[config.mk]
export PLATFORM = sky130hd
export DESIGN_NAME = block_input
export DESIGN_NICKNAME = d
export VERILOG_FILES = /design/src/rtl/block_input.sv
export SDC_FILE = /design/constraint.sdc
export NUM_CORES = 1
export LEC_CHECK = 0
export ABC_AREA = 0
export CAP_MARGIN = 20
export CORE_MARGIN = 1.5
export CORE_UTILIZATION = 31
export CTS_CLUSTER_SIZE = 30
export DETAILED_ROUTE_END_ITERATION = 10
export GPL_ROUTABILITY_DRIVEN = 0
export PLACE_DENSITY = 0.49
export SKIP_LAST_GASP = 1
export SLEW_MARGIN = 20
export SYNTH_ARGS = -nofsm -noshare
export SYNTH_HDL_FRONTEND = slang
export SYNTH_SLANG_ARGS = --single-unit
[constraint.sdc]
create_clock -name clk -period 4.14 [get_ports clk]
set_input_delay 0.621 -clock clk [delete_from_list [all_inputs] [get_ports clk]]
set_output_delay 0.621 -clock clk [all_outputs]
set_load 0.1 [all_outputs]
[src/rtl/block_input.sv]
// Router input buffer: show-ahead circular FIFO with registered near-full (ret) flow control.
// Optional sticky overflow flag built only when BLOCK_INPUT_OVF_CHK_EN is defined.
module block_input #(
    parameter int DATA_WIDTH = 8,
    parameter int DEPTH      = 4
) (
    input  logic                         clk,
    input  logic                         rst,
    input  logic [DATA_WIDTH-1:0]        Data_in,
    input  logic                         val,
    output logic                         ret,
    input  logic                         read,
    output logic [DATA_WIDTH-1:0]        Data_out,
    output logic                         empty,
    output logic [$clog2(DEPTH+1)-1:0]   count,
    output logic                         err
);

    localparam int AW = $clog2(DEPTH);
    localparam int CW = $clog2(DEPTH+1);
    localparam logic [CW-1:0] FULL_CNT = CW'(DEPTH);
    localparam logic [CW-1:0] HI_CNT   = CW'(DEPTH - 1);
    localparam logic [CW-1:0] LO_CNT   = CW'(DEPTH - 2);

    typedef enum logic {
        ACCEPT = 1'b0,
        HOLD   = 1'b1
    } fc_state_t;

    fc_state_t               state, state_nxt;
    logic [DATA_WIDTH-1:0]   mem [DEPTH];
    logic [AW-1:0]           wr_ptr, rd_ptr;
    logic [CW-1:0]           count_q, count_nxt;
    logic                    rd_acc, wr_acc;

    // A read frees a slot in the same edge, so a full buffer still accepts a write alongside it.
    assign rd_acc = read && (count_q != '0);
    assign wr_acc = val && ((count_q < FULL_CNT) || rd_acc);

    always_comb begin
        count_nxt = count_q;
        case ({wr_acc, rd_acc})
            2'b10:   count_nxt = count_q + CW'(1);
            2'b01:   count_nxt = count_q - CW'(1);
            default: count_nxt = count_q;
        endcase
    end

    always_ff @(posedge clk or negedge rst) begin
        if (!rst) begin
            wr_ptr  <= '0;
            rd_ptr  <= '0;
            count_q <= '0;
            for (int i = 0; i < DEPTH; i++) begin
                mem[i] <= '0;
            end
        end else begin
            count_q <= count_nxt;
            if (wr_acc) begin
                mem[wr_ptr] <= Data_in;
                wr_ptr      <= wr_ptr + AW'(1);
            end
            if (rd_acc) begin
                rd_ptr <= rd_ptr + AW'(1);
            end
        end
    end

    // Flow control looks at next occupancy so ret rises one slot early for the in-flight flit.
    always_ff @(posedge clk or negedge rst) begin
        if (!rst) begin
            state <= ACCEPT;
        end else begin
            state <= state_nxt;
        end
    end

    always_comb begin
        state_nxt = state;
        case (state)
            ACCEPT:  if (count_nxt >= HI_CNT) state_nxt = HOLD;
            HOLD:    if (count_nxt <= LO_CNT) state_nxt = ACCEPT;
            default: state_nxt = ACCEPT;
        endcase
    end

    assign ret      = (state == HOLD);
    assign count    = count_q;
    assign empty    = (count_q == '0);
    assign Data_out = mem[rd_ptr];

`ifdef BLOCK_INPUT_OVF_CHK_EN
    logic err_q;

    always_ff @(posedge clk or negedge rst) begin
        if (!rst) begin
            err_q <= 1'b0;
        end else if (val && !wr_acc) begin
            err_q <= 1'b1;
        end
    end

    assign err = err_q;
`else
    assign err = 1'b0;
`endif

endmodule

==> flow_summary_export.csv, run 1 <==
group,metric,value,unit
cts,cts-root-buf,"clkbuf_8",
sta,fin_skew,11.0,ps
sta,slew_headroom,34.7,%
detailed_routing,route.vias.total,1045,
cts,cts_buffer_depth,2,
cts,cts_tree,"done",
worst_setup_path,path_max_fanout,10,
floorplan,ios,26,
detailed_routing,wire_per_inst,16.9,um
detailed_routing,via_per_inst,4.84,
synth,yosysWarnings,0,
worst_setup_path,critPathLaunchType,"flop",
global_route,grt_pass1_wl,6.35,mm
sta,finalHoldViolations,0,
sta,max_slew.worst_pin.slew,976,ps
min_path,hold_class,"in -> async",
global_route,first_global_vias,1234,
synth,synth.area.top_cells,"dfrtp_1 (50%), mux2_4 (24%), mux4_2 (9.1%)",
worst_setup_path,rrSetupSlack,2050,ps
detailed_routing,firstDrtPassIters,4,
synth,ys_seq_area_share,50.4,%
placement,dp.cells,209,
detailed_routing,first_iter_violations,26,
global_route,gr-usage-met1,15.0,%
cells_and_area,post-route-util,39.3,%
global_route,grt_usage,11.9,%
placement,placed_cell_area,0.00225,sq mm
worst_setup_path,reg2reg_depth,6,
worst_setup_path,rr_startpoint,"count[0]$_DFF_PN0_",
cells_and_area,mostFrequentLayoutCells,"dfrtp_1 (40), mux2_4 (32), clkdlybuf4s50_1 (23)",
sta,finalCriticalPeriod,3210,ps
cts,clock_sinks,40,
floorplan,rows,28,
cts,ctsResizeCount,0,
cts,clk_pin_slew_worst_paths,80,ps
sta,max_freq,312,MHz
worst_setup_path,crit_path_max_incr_delay,980,ps
cts,clkLatencyLatePin,290,ps
cells_and_area,layout_commonest_cell,"dfrtp_1",
floorplan,die_w,83.1,um
cells_and_area,drive_above_1_share,40.4,%
synth,yosys.area.top_type_share,50.4,%
sta,fin_tns_setup,0,ps
cts,htreeDepth,2,
synth,synth_fp_nets,135,
worst_setup_path,crit_type,"reg -> out",
global_route,met2_usage,18.9,%
worst_setup_path,cpMaxStageDelayCell,"clkdlybuf4s50_1",
cells_and_area,areaGrowthSynthToFinish,20.0,%
floorplan,chipHeight,83.1,um
synth,yosys.area.top_type,"dfrtp_1",
sta,drv_slew,0,
floorplan,core_area,0.00606,sq mm
cts,cts_buffers,5,
worst_setup_path,crit_family,"buffers and inverters",
cts,post_cts_buffers,0,
worst_setup_path,path_buf_inv,1,
cells_and_area,final_cell_area,0.00238,sq mm
cells_and_area,final_cell_count_no_fill,216,
sta,final-setup-viol-count,0,
global_route,grt_busiest_layer,"met2",
placement,hpwl,2.45,mm
detailed_routing,ant_nets,0,
worst_setup_path,worstPathCellList,"mux4_2 > clkdlybuf4s50_1",
flow_run,maxCapViolCount,0,
synth,synth_area,0.00199,sq mm
global_route,gr-total-overflow,0,
global_route,met3_usage,4.17,%
synth,avgSynthCellArea,17.0,sq um
detailed_routing,wl,3.66,mm
synth,ys_types,22,
sta,period_share,77.5,%
cts,cts-hold-fix-buffers,0,
floorplan,die_area,0.00690,sq mm
sta,rsz0062_at_grt,"no",
synth,synthesis.instances,117,
worst_setup_path,cp-end-kind,"primary output",
worst_setup_path,worstPathArrival,2590,ps
global_route,antenna_found_initial,0,
placement,port_buffers,24,
worst_setup_path,timing.rr.end,"count[2]$_DFF_PN0_",
cells_and_area,diodes,0,
cells_and_area,layout.nets,159,
worst_setup_path,required,3520,ps
global_route,grt_max_degree,41,
floorplan,floorplan.initialDensity,32.8,%
detailed_routing,drc,0,
outcome,outcome,"completed",
synth,ys_seq_elements,40,
-- cell usage after synthesis --
cell and count:
dfrtp_1 40, mux2_4 32, mux4_2 8, ha_1 5, and3_4 4, buf_6 4, xnor2_1 4, nand2_1 3
inv_1 2, mux2_2 2, o21ai_0 2, buf_1 1, buf_2 1, buf_4 1, conb_1 1, fa_1 1
nand2b_2 1, nor3_1 1, o211ai_1 1, o31a_2 1, or2_2 1, xor2_1 1
-- final cells by class --
| cell class | count | area [sq um] |
|---|---|---|
| Multi-Input combinational cell | 68 | 917 |
| Sequential cell | 40 | 1000 |
| Inverter | 2 | 7.51 |
| Timing Repair Buffer | 24 | 235 |
| Clock inverter | 2 | 60.1 |
| Clock buffer | 5 | 68.8 |
| Fill cell | 569 | 3680 |
| Tap cell | 75 | 93.8 |
-- routing by layer --
metal	share of wire [%]	vias to the layer above
met5	0	-
met4	1.3	0
met3	3.8	6
met2	49	20
met1	45	556
li1	-	463
-- logic make-up (layout without fill, tap and decap cells) --
kind of cell,Yosys count,in the layout,synth area share [%]
AO/OA/AOI/OAI,4,4,1.39
flip-flops,40,40,50.4
buffers and inverters,9,33,3.46
adder cells (fa/ha/maj),6,6,4.16
AND/OR/NAND/NOR,10,10,3.84
XOR/XNOR,5,5,2.20
other,1,1,0.189
multiplexers,42,42,34.4
-- metrics by stage --
step	worst slack, ps	hold slack (ps)
2_1_floorplan	507	325
6_report	931	443
3_3_place_gp	1190	490
4_1_cts	869	488
3_5_place_dp	1190	492
5_1_grt	792	505
-- worst max path at each step --
stage | start | to | slack [ps] | cells after the start
4_1_cts | rd_ptr[0]$_DFFE_PN0P_ | Data_out[6] | 870 | 2
3_3_place_gp | rd_ptr[0]$_DFFE_PN0P_ | Data_out[6] | 1190 | 2
2_1_floorplan | count[0]$_DFF_PN0_ | empty | 510 | 1
6_report | rd_ptr[0]$_DFFE_PN0P_ | Data_out[5] | 930 | 2
5_1_grt | rd_ptr[0]$_DFFE_PN0P_ | Data_out[6] | 790 | 2
3_5_place_dp | rd_ptr[0]$_DFFE_PN0P_ | Data_out[6] | 1190 | 2
-- state kept, by name, indices dropped and copies added (netlist names) --
| signal | count |
|---|---|
| mem | 32 |
| wr_ptr | 2 |
| count | 3 |
| ret | 1 |
| rd_ptr | 2 |
Power of run 1 is left out: the tool's default activity adds up to more than one toggle a clock period on the data nets, which glitch-free logic cannot reach.
==> inputs of run 2 (changes only) <==
clock period = 3.16 ns   (was 4.14 ns; I/O delays follow)
==> flow_summary_export.csv, run 2 (same netlist as run 1, synthesis figures left out) <==
group,metric,value,unit
floorplan,chipHeight,83.1,um
cts,cts_buffer_depth,2,
global_route,grt_usage,11.4,%
detailed_routing,first_iter_violations,35,
cells_and_area,n_fill_cell,564,
worst_setup_path,required,2690,ps
detailed_routing,via_per_inst,4.73,
worst_setup_path,reg2reg_depth,6,
placement,placed_cell_area,0.00223,sq mm
cells_and_area,multiInputGateArea,922,sq um
cells_and_area,drive_above_1_share,49.6,%
cts,ctsResizeCount,0,
cells_and_area,largest_reg_flops,32,
placement,hpwl,2.39,mm
cells_and_area,seq_area,0.00100,sq mm
sta,final-setup-viol-count,0,
min_path,hold_class,"in -> async",
cells_and_area,regMostFlops,"mem",
placement,pre_cts_ws,652,ps
floorplan,core_area,0.00606,sq mm
worst_setup_path,worstPathArrival,1860,ps
global_route,first_global_vias,1134,
sta,period_share,74.0,%
floorplan,rows,28,
floorplan,die_area,0.00690,sq mm
detailed_routing,top_layer,"met4",
worst_setup_path,critPathLaunchType,"flop",
cts,htreeDepth,2,
cts,cts_tree,"done",
cells_and_area,mostFrequentLayoutCells,"dfrtp_1 (40), mux2_4 (32), buf_4 (13)",
flow_run,maxCapViolCount,0,
detailed_routing,firstDrtPassIters,2,
cells_and_area,post-route-util,38.0,%
detailed_routing,route.met3.wl,136,um
detailed_routing,wl_met1,1.76,mm
sta,max_freq,428,MHz
worst_setup_path,crit_type,"reg -> out",
floorplan,ios,26,
cells_and_area,areaGrowthSynthToFinish,16.0,%
floorplan,floorplan.initialDensity,32.8,%
worst_setup_path,timing.rr.end,"ret$_DFF_PN0_",
cts,post_cts_buffers,0,
detailed_routing,dr_wl_met2,1.68,mm
detailed_routing,wl,3.62,mm
global_route,antenna_found_initial,0,
cts,cts_buffers,5,
detailed_routing,route.vias.total,1022,
worst_setup_path,rrSetupSlack,1070,ps
global_route,grt_pass1_wl,6.05,mm
placement,port_buffers,24,
outcome,outcome,"completed",
floorplan,die_w,83.1,um
sta,finalCriticalPeriod,2340,ps
sta,fin_tns_setup,0,ps
worst_setup_path,rr_startpoint,"count[1]$_DFF_PN0_",
detailed_routing,drc,0,
detailed_routing,wire_per_inst,16.8,um
sta,fin_skew,5.31,ps
sta,drv_slew,0,
detailed_routing,ant_nets,0,
cts,clk_pin_slew_worst_paths,70,ps
cts,clock_sinks,40,
worst_setup_path,path_max_fanout,10,
sta,rsz0062_at_grt,"no",
cts,cts-root-buf,"clkbuf_8",
cells_and_area,layout_commonest_cell,"dfrtp_1",
sta,slew_headroom,40.4,%
global_route,grt_max_degree,41,
sta,finalHoldViolations,0,
cells_and_area,diodes,0,
sta,setup_slack,822,ps
cells_and_area,layout.nets,159,
cells_and_area,final_cell_area,0.00230,sq mm
cts,cts-hold-fix-buffers,0,
worst_setup_path,cp-end-kind,"primary output",
global_route,gr-total-overflow,0,
sta,max_slew.worst_pin.slew,894,ps
cts,clkLatencyLatePin,280,ps
## run 2: final cells by class
type	count	area share, %
sequential	40	43.4
multi-input combinational	68	40.0
timing repair buffer	24	8.79
tap	75	4.07
clock buffer	6	3.15
inverter	2	0.326
clock inverter	1	0.217
## run 2: worst max-delay path by stage
| stage | start | to | slack [ps] | depth (start not counted) |
|---|---|---|---|---|
| 2_1_floorplan | count[0]$_DFF_PN0_ | empty | 530 | 1 |
| 3_3_place_gp | read | ret$_DFF_PN0_ | 730 | 8 |
| 3_5_place_dp | read | ret$_DFF_PN0_ | 650 | 8 |
| 4_1_cts | rd_ptr[0]$_DFFE_PN0P_ | Data_out[1] | 760 | 2 |
| 5_1_grt | rd_ptr[0]$_DFFE_PN0P_ | Data_out[2] | 700 | 2 |
| 6_report | rd_ptr[0]$_DFFE_PN0P_ | Data_out[1] | 820 | 2 |
## run 2: layer usage
metal	vias to the layer above	global-route usage [%]
li1	462	-
met1	533	15.7
met2	22	17.0
met3	5	3.08
met4	0	5.00
met5	-	0
## run 2: worst max-delay path, stage by stage, from the launching register on
cell     delay (ps)
dfrtp_1         730
mux4_2          600
buf_4           250
## run 2: stage by stage
step | std cells | hold slack (ps)
after floorplan | 117 | 178
after global placement | 209 | 490
after detailed placement | 209 | 488
after CTS | 216 | 347
after global routing | 216 | 394
final | 216 | 318
Power of run 2 is left out for the same reason.
